===== src/rtl/sincos_atan2.sv =====
// sincos_atan2: (x,y) to 10-bit heading via quadrant fold + ROM binary search.
// Define SINCOS_ATAN2_MAG_EN to add the mag output (one extra ROM lookup).
module sincos_atan2 #(
  parameter int W       = 12,
  parameter int ROM_LAT = 2
) (
  input  logic                clock,
  input  logic                reset_n,
  input  logic                start,
  input  logic signed [W-1:0] x_in,
  input  logic signed [W-1:0] y_in,
  output logic                busy,
  output logic                done,
  output logic [9:0]          angle,
  output logic                zero_vec,
`ifdef SINCOS_ATAN2_MAG_EN
  output logic [W:0]          mag,
`endif
  output logic [7:0]          rom_address,
  input  logic [35:0]         rom_q
);

  typedef enum logic [2:0] {
    S_IDLE,
    S_FOLD,
    S_ISSUE,
    S_WAIT,
    S_CMP,
    S_FIN
  } state_t;

  state_t state, nstate;

  logic signed [W-1:0] xr, yr;
  logic [W-1:0]        xp, yp;
  logic [1:0]          quad;
  logic [7:0]          k;
  logic [2:0]          bidx;
  logic [3:0]          wcnt;
  logic [7:0]          trial;
  logic [7:0]          issue_addr;
  logic [17:0]         rsin, rcos;
  logic [W+17:0]       lhs, rhs;
  logic                take;
  logic                last_cmp;
  logic                search_cmp;
  logic                zero_in;

  logic signed [W:0]   xe, ye, xn, yn;
  logic [W-1:0]        fx, fy;
  logic [1:0]          fq;
  logic                xpos, xneg, ypos, yneg;

  assign rsin  = rom_q[35:18];
  assign rcos  = rom_q[17:0];
  assign trial = k | (8'd1 << bidx);
  assign lhs   = {18'd0, yp} * {{W{1'b0}}, rcos};
  assign rhs   = {18'd0, xp} * {{W{1'b0}}, rsin};
  assign take  = (lhs >= rhs);
  assign busy  = (state != S_IDLE);

  // W+1 bits so that negating the most negative input stays positive
  assign xe = {xr[W-1], xr};
  assign ye = {yr[W-1], yr};
  assign xn = -xe;
  assign yn = -ye;

  assign xpos    = ~xr[W-1] & (|xr);
  assign xneg    = xr[W-1];
  assign ypos    = ~yr[W-1] & (|yr);
  assign yneg    = yr[W-1];
  assign zero_in = ~(|xr) & ~(|yr);

`ifdef SINCOS_ATAN2_MAG_EN
  localparam int MW = W + 1;
  logic          mag_ph;
  logic [W+18:0] msum;
  logic [W:0]    magr;

  assign msum = {19'd0, xp} * {{(W+1){1'b0}}, rcos}
              + {19'd0, yp} * {{(W+1){1'b0}}, rsin};
  assign last_cmp   = mag_ph;
  assign search_cmp = ~mag_ph;
  assign issue_addr = mag_ph ? k : trial;
`else
  assign last_cmp   = (bidx == 3'd0);
  assign search_cmp = 1'b1;
  assign issue_addr = trial;
`endif

  // Rotate the vector into the first quadrant and note which one it was
  always_comb begin
    fq = 2'd0;
    fx = W'(xe);
    fy = W'(ye);
    unique case (1'b1)
      xpos & ~yneg: begin
        fq = 2'd0;
        fx = W'(xe);
        fy = W'(ye);
      end
      ~xpos & ypos: begin
        fq = 2'd1;
        fx = W'(ye);
        fy = W'(xn);
      end
      xneg & ~ypos: begin
        fq = 2'd2;
        fx = W'(xn);
        fy = W'(yn);
      end
      ~xneg & yneg: begin
        fq = 2'd3;
        fx = W'(yn);
        fy = W'(xe);
      end
      default: ;
    endcase
  end

  // State register
  always_ff @(posedge clock or negedge reset_n) begin
    if (!reset_n) state <= S_IDLE;
    else          state <= nstate;
  end

  // Next-state logic
  always_comb begin
    nstate = state;
    unique case (state)
      S_IDLE:  if (start) nstate = S_FOLD;
      S_FOLD:  nstate = zero_in ? S_FIN : S_ISSUE;
      S_ISSUE: nstate = S_WAIT;
      S_WAIT:  if (wcnt == 4'(ROM_LAT - 1)) nstate = S_CMP;
      S_CMP:   nstate = last_cmp ? S_FIN : S_ISSUE;
      S_FIN:   nstate = S_IDLE;
      default: nstate = S_IDLE;
    endcase
  end

  // Operand capture, search bookkeeping, ROM address and result outputs
  always_ff @(posedge clock or negedge reset_n) begin
    if (!reset_n) begin
      xr          <= '0;
      yr          <= '0;
      xp          <= '0;
      yp          <= '0;
      quad        <= 2'd0;
      k           <= 8'd0;
      bidx        <= 3'd0;
      wcnt        <= 4'd0;
      rom_address <= 8'd0;
      done        <= 1'b0;
      angle       <= 10'd0;
      zero_vec    <= 1'b0;
    end else begin
      done <= 1'b0;
      unique case (state)
        S_IDLE: begin
          if (start) begin
            xr <= x_in;
            yr <= y_in;
          end
        end
        S_FOLD: begin
          xp   <= fx;
          yp   <= fy;
          quad <= fq;
          k    <= 8'd0;
          bidx <= 3'd7;
        end
        S_ISSUE: begin
          rom_address <= issue_addr;
          wcnt        <= 4'd0;
        end
        S_WAIT: wcnt <= wcnt + 4'd1;
        S_CMP: begin
          if (search_cmp) begin
            if (take) k <= trial;
            bidx <= bidx - 3'd1;
          end
        end
        S_FIN: begin
          done     <= 1'b1;
          zero_vec <= zero_in;
          angle    <= zero_in ? 10'd0 : {quad, k};
        end
        default: ;
      endcase
    end
  end

`ifdef SINCOS_ATAN2_MAG_EN
  // Magnitude lookup after the search, published together with the angle
  always_ff @(posedge clock or negedge reset_n) begin
    if (!reset_n) begin
      mag_ph <= 1'b0;
      magr   <= '0;
      mag    <= '0;
    end else begin
      if (state == S_FOLD) mag_ph <= 1'b0;
      if (state == S_CMP) begin
        if (!mag_ph && bidx == 3'd0) mag_ph <= 1'b1;
        if (mag_ph) magr <= MW'(msum >> 17);
      end
      if (state == S_FIN) mag <= zero_in ? '0 : magr;
    end
  end
`endif

endmodule

===== config.mk =====
export PLATFORM = sky130hd
export DESIGN_NAME = sincos_atan2
export DESIGN_NICKNAME = d
export VERILOG_FILES = /design/src/rtl/sincos_atan2.sv
export SDC_FILE = /design/constraint.sdc
export NUM_CORES = 1
export LEC_CHECK = 0
export CAP_MARGIN = 20
export CORE_MARGIN = 5
export CORE_UTILIZATION = 55
export DETAILED_ROUTE_END_ITERATION = 8
export PLACE_DENSITY = 0.85
export SLEW_MARGIN = 10
export SYNTH_ARGS = -nofsm -noshare
export SYNTH_HDL_FRONTEND = slang
export SYNTH_SLANG_ARGS = --single-unit

===== constraint.sdc =====
create_clock -name clock -period 10.2 [get_ports clock]
set_input_delay 1.53 -clock clock [delete_from_list [all_inputs] [get_ports clock]]
set_output_delay 1.53 -clock clock [all_outputs]
set_load 0.02 [all_outputs]

==> metrics.md <==
| Metric | Value |
|---|---|
| Status | complete, no violations |
| Worst skew pair latency | 350 ps |
| Biggest area consumer among synthesized cells | fa_1 |
| Distinct cell type count after synthesis | 79 |
| Worst EP required | roughly 10000 ps |
| R2R Path End | k[0]$_DFFE_PN0P_ |
| Post-DP HPWL | 35.07 mm |
| FF-to-FF Start | yp[3]$_DFFE_PN0P_ |
| Post-CTS sizing | 0 |
| First-pass iteration count of the detailed router | 5 |
| RD Place Congestion | 0.8987 |
| CTS tree | done |
| Final instance area | around 20000 sq um |
| Post-synth ARST share | between 90% and 100% |
| Max Root-Sink Buffers | 2 |
| Hold Path Depth | 2 |
| Num ports | 84 |
| Routed len/inst | ~16 microns |
| CP arrival | roughly 9000 ps |
| Post-Syn Area | ~19000 sq um |
| Clock Sinks | 88 |
| Post-DP Area | 19690 sq um |
| Top-area cell type share of the netlist area | 34.10% |
| Final worst-path cycle share | between 80% and 90% |
| Setup TNS | 0 ps |
| Yosys reg bits | 88 |
| WHS Endpoint | angle[8]$_DFFE_PN0P_ |
| Die Y | 194.8 microns |
| Slew HR | between 30 and 40% |
| Clk slew on worst S/H paths | around 70 ps |
| Hold WC Path Type | flip-flop to flip-flop |
| Minimum clock period | ~8700 ps |
| Initial Utilization | 55.88% |
| DR vias | 14720 |
| Top_reg_cell synth | dfrtp_1 |
| DRC Markers | 0 |
| Synthesized area per cell | 8.685 sq um |
| Max FO, Critical Path | 12 |
| Max Fclk | 115.1 MHz |
| Worst hold margin | about 500 ps |
| Final WL | 42.84 mm |
| Antenna cells | 0 |
| I/O Buffers | 83 |
| Synth Net Count | 2721 |
| Area grow syn2layout | 6.674% |
| Total GRT Usage | between 20% and 30% |
| First DRT Iteration DRCs | 875 |
| Core Area | 33620 sq um |
| Post-CTS Setup Inserts | 0 |
| Max-cap check violation count | 0 |
| Finished Layout Cells | 2603 |
| Setup crit end kind | flip-flop |
| Commonest non-fill, non-tap cell in the layout | inv_1 |
| H-tree Lvls | 3 |
| First-pass GRT wire length | 74.29 mm |
| Most frequent cells in the layout | 389 x inv_1, 371 x nand2_1, 320 x fa_1, 175 x ha_1, 146 x and2_1 |
| Fin. max-slew vios | 0 |
| R2R cell count | 24 |
| RSZ-0062 raised after global routing | no |
| Vias in the first global route | 15910 |
| Setup crit start kind | input port |
| Total CTS buffers | 9 |
| Ys Warns | 0 |
| Die ar. | 37950 sq um |
| Layout cell share with drive strength beyond 1 | 3.016% |
| Post-synth EDFFs | 0 |
| Initial antenna violation count | 0 |
| Setup violators final | 0 |
| Remaining global-route overflow | 0 |
| Final Skew | 11.07 ps |
| Fin. Hold Viols | 0 |
| Hold Crit Start | angle[8]$_DFFE_PN0P_ |
| Core Rows | 67 |
| Crit Path Class | input port to flip-flop |
| Die span in x | roughly 200 microns |
| Largest net degree at the start of global routing | 64 |
| CTS Hold Buffers Added | 0 |
| DR vias/cell | 5.655 |
| Cells after Synth | ~2200 |
| Post-route ant nets | 0 |
| Worst-Margin Slew | 949.1 ps |
| Layout Nets | approximately 2700 |
| Register area share after synthesis | a little under an eighth |
| Flop-to-flop setup slack | ~2500 ps |
| Synth area leaders | fa_1 34%, dfrtp_1 12%, ha_1 12%, inv_1 7.8%, nand2_1 7.4% |
| Placed insts | roughly 2600 |
| Root Buffer | clkbuf_16 |
==> cell usage after synthesis, types with 3 or more instances <==
cell type / count
a21oi_1: 78
a22oi_1: 4
clkbuf_1: 94
a222oi_1: 6
o21a_1: 6
nand2_1: 371
a22o_1: 8
or4_1: 3
nand2b_1: 7
o211ai_1: 3
or2_2: 3
fa_1: 320
o21ai_0: 68
dfrtp_1: 88
nor3_1: 16
and2_1: 146
nand4_1: 7
mux2i_1: 4
o21bai_1: 6
xor2_1: 24
mux2_2: 20
o31ai_1: 4
clkbuf_8: 4
buf_6: 6
ha_1: 175
nor4_1: 4
a32o_1: 4
a221oi_1: 9
xnor2_1: 35
a32oi_1: 3
buf_1: 4
a311oi_1: 3
nor2b_1: 10
nor2_1: 76
nand3_1: 17
and3_1: 11
a211oi_1: 8
or3_1: 5
inv_1: 389
o21ai_1: 4
a21o_1: 39
a31oi_1: 23
==> per-layer routing <==
layer	global-route usage (%)	routed length (microns)	up-vias	share of wire, %
met5	0	0	-	0
met4	7.887	1478	0	3.5
met3	2.337	2395	133	5.6
met2	41.63	22110	546	52
met1	28.93	16860	7305	39
li1	-	-	6736	-
==> through the flow <==
step                      util [%]  setup WS, ps
final                        59.61          1514
after CTS                    59.55          1621
after global routing         59.61          1097
after global placement       58.57          1583
after detailed placement     58.57          1275
after floorplan                  -          2506
==> critical path: stages <==
cell and delay, ps:
clkdlybuf4s50_1 730, nand2_1 150, fa_1 530, fa_1 510, inv_1 50, fa_1 490
fa_1 520, inv_1 50, fa_1 470, inv_1 40, ha_1 320, a2111oi_0 600
a31oi_1 230, a21oi_1 470, o21ai_0 220, xnor2_1 160, ha_1 320, nand4_1 160
nor4_1 450, a311oi_1 170, o211ai_1 140, a221o_1 400, a32o_1 240
==> logic make-up after synthesis <==
logic type,after synthesis,synth area share [%]
AND/OR/NAND/NOR,690,17.18
buffers and inverters,503,10.59
adder cells (fa/ha/maj),495,45.76
AO/OA/AOI/OAI,304,10.58
flip-flops,88,11.72
XOR/XNOR,59,2.751
multiplexers,24,1.412
==> state kept, by name (all words and copies together) (netlist names), 4 cells and up <==
register	flops
k	8
wcnt	4
rom_address	8
yr	12
xr	12
yp	12
angle	10
xp	12
==> area by class of cell <==
type | instances | area (sq um)
Inverter | 389 | 1460
Sequential cell | 88 | 2202
Timing Repair Buffer | 90 | 888.4
Clock inverter | 7 | 101.3
Clock buffer | 9 | 225.2
Multi-Input combinational cell | 1572 | 14600
Tap cell | 448 | 560.5
Fill cell | 2747 | 13580
==> how the worst max path moves through the flow <==
stage	start	end	slack [ps]	cells past startpoint
floorplan	rom_q[27]	k[0]$_DFFE_PN0P_	2510	25
global placement	rom_q[5]	k[2]$_DFFE_PN0P_	1580	25
detailed placement	rom_q[5]	k[0]$_DFFE_PN0P_	1280	25
CTS	rom_q[5]	k[0]$_DFFE_PN0P_	1620	25
global route	rom_q[27]	k[3]$_DFFE_PN0P_	1100	25
finish	rom_q[10]	k[0]$_DFFE_PN0P_	1510	23
Power is not shown: default switching activity piles up to over one toggle a cycle in this logic, so the estimate is an artifact.
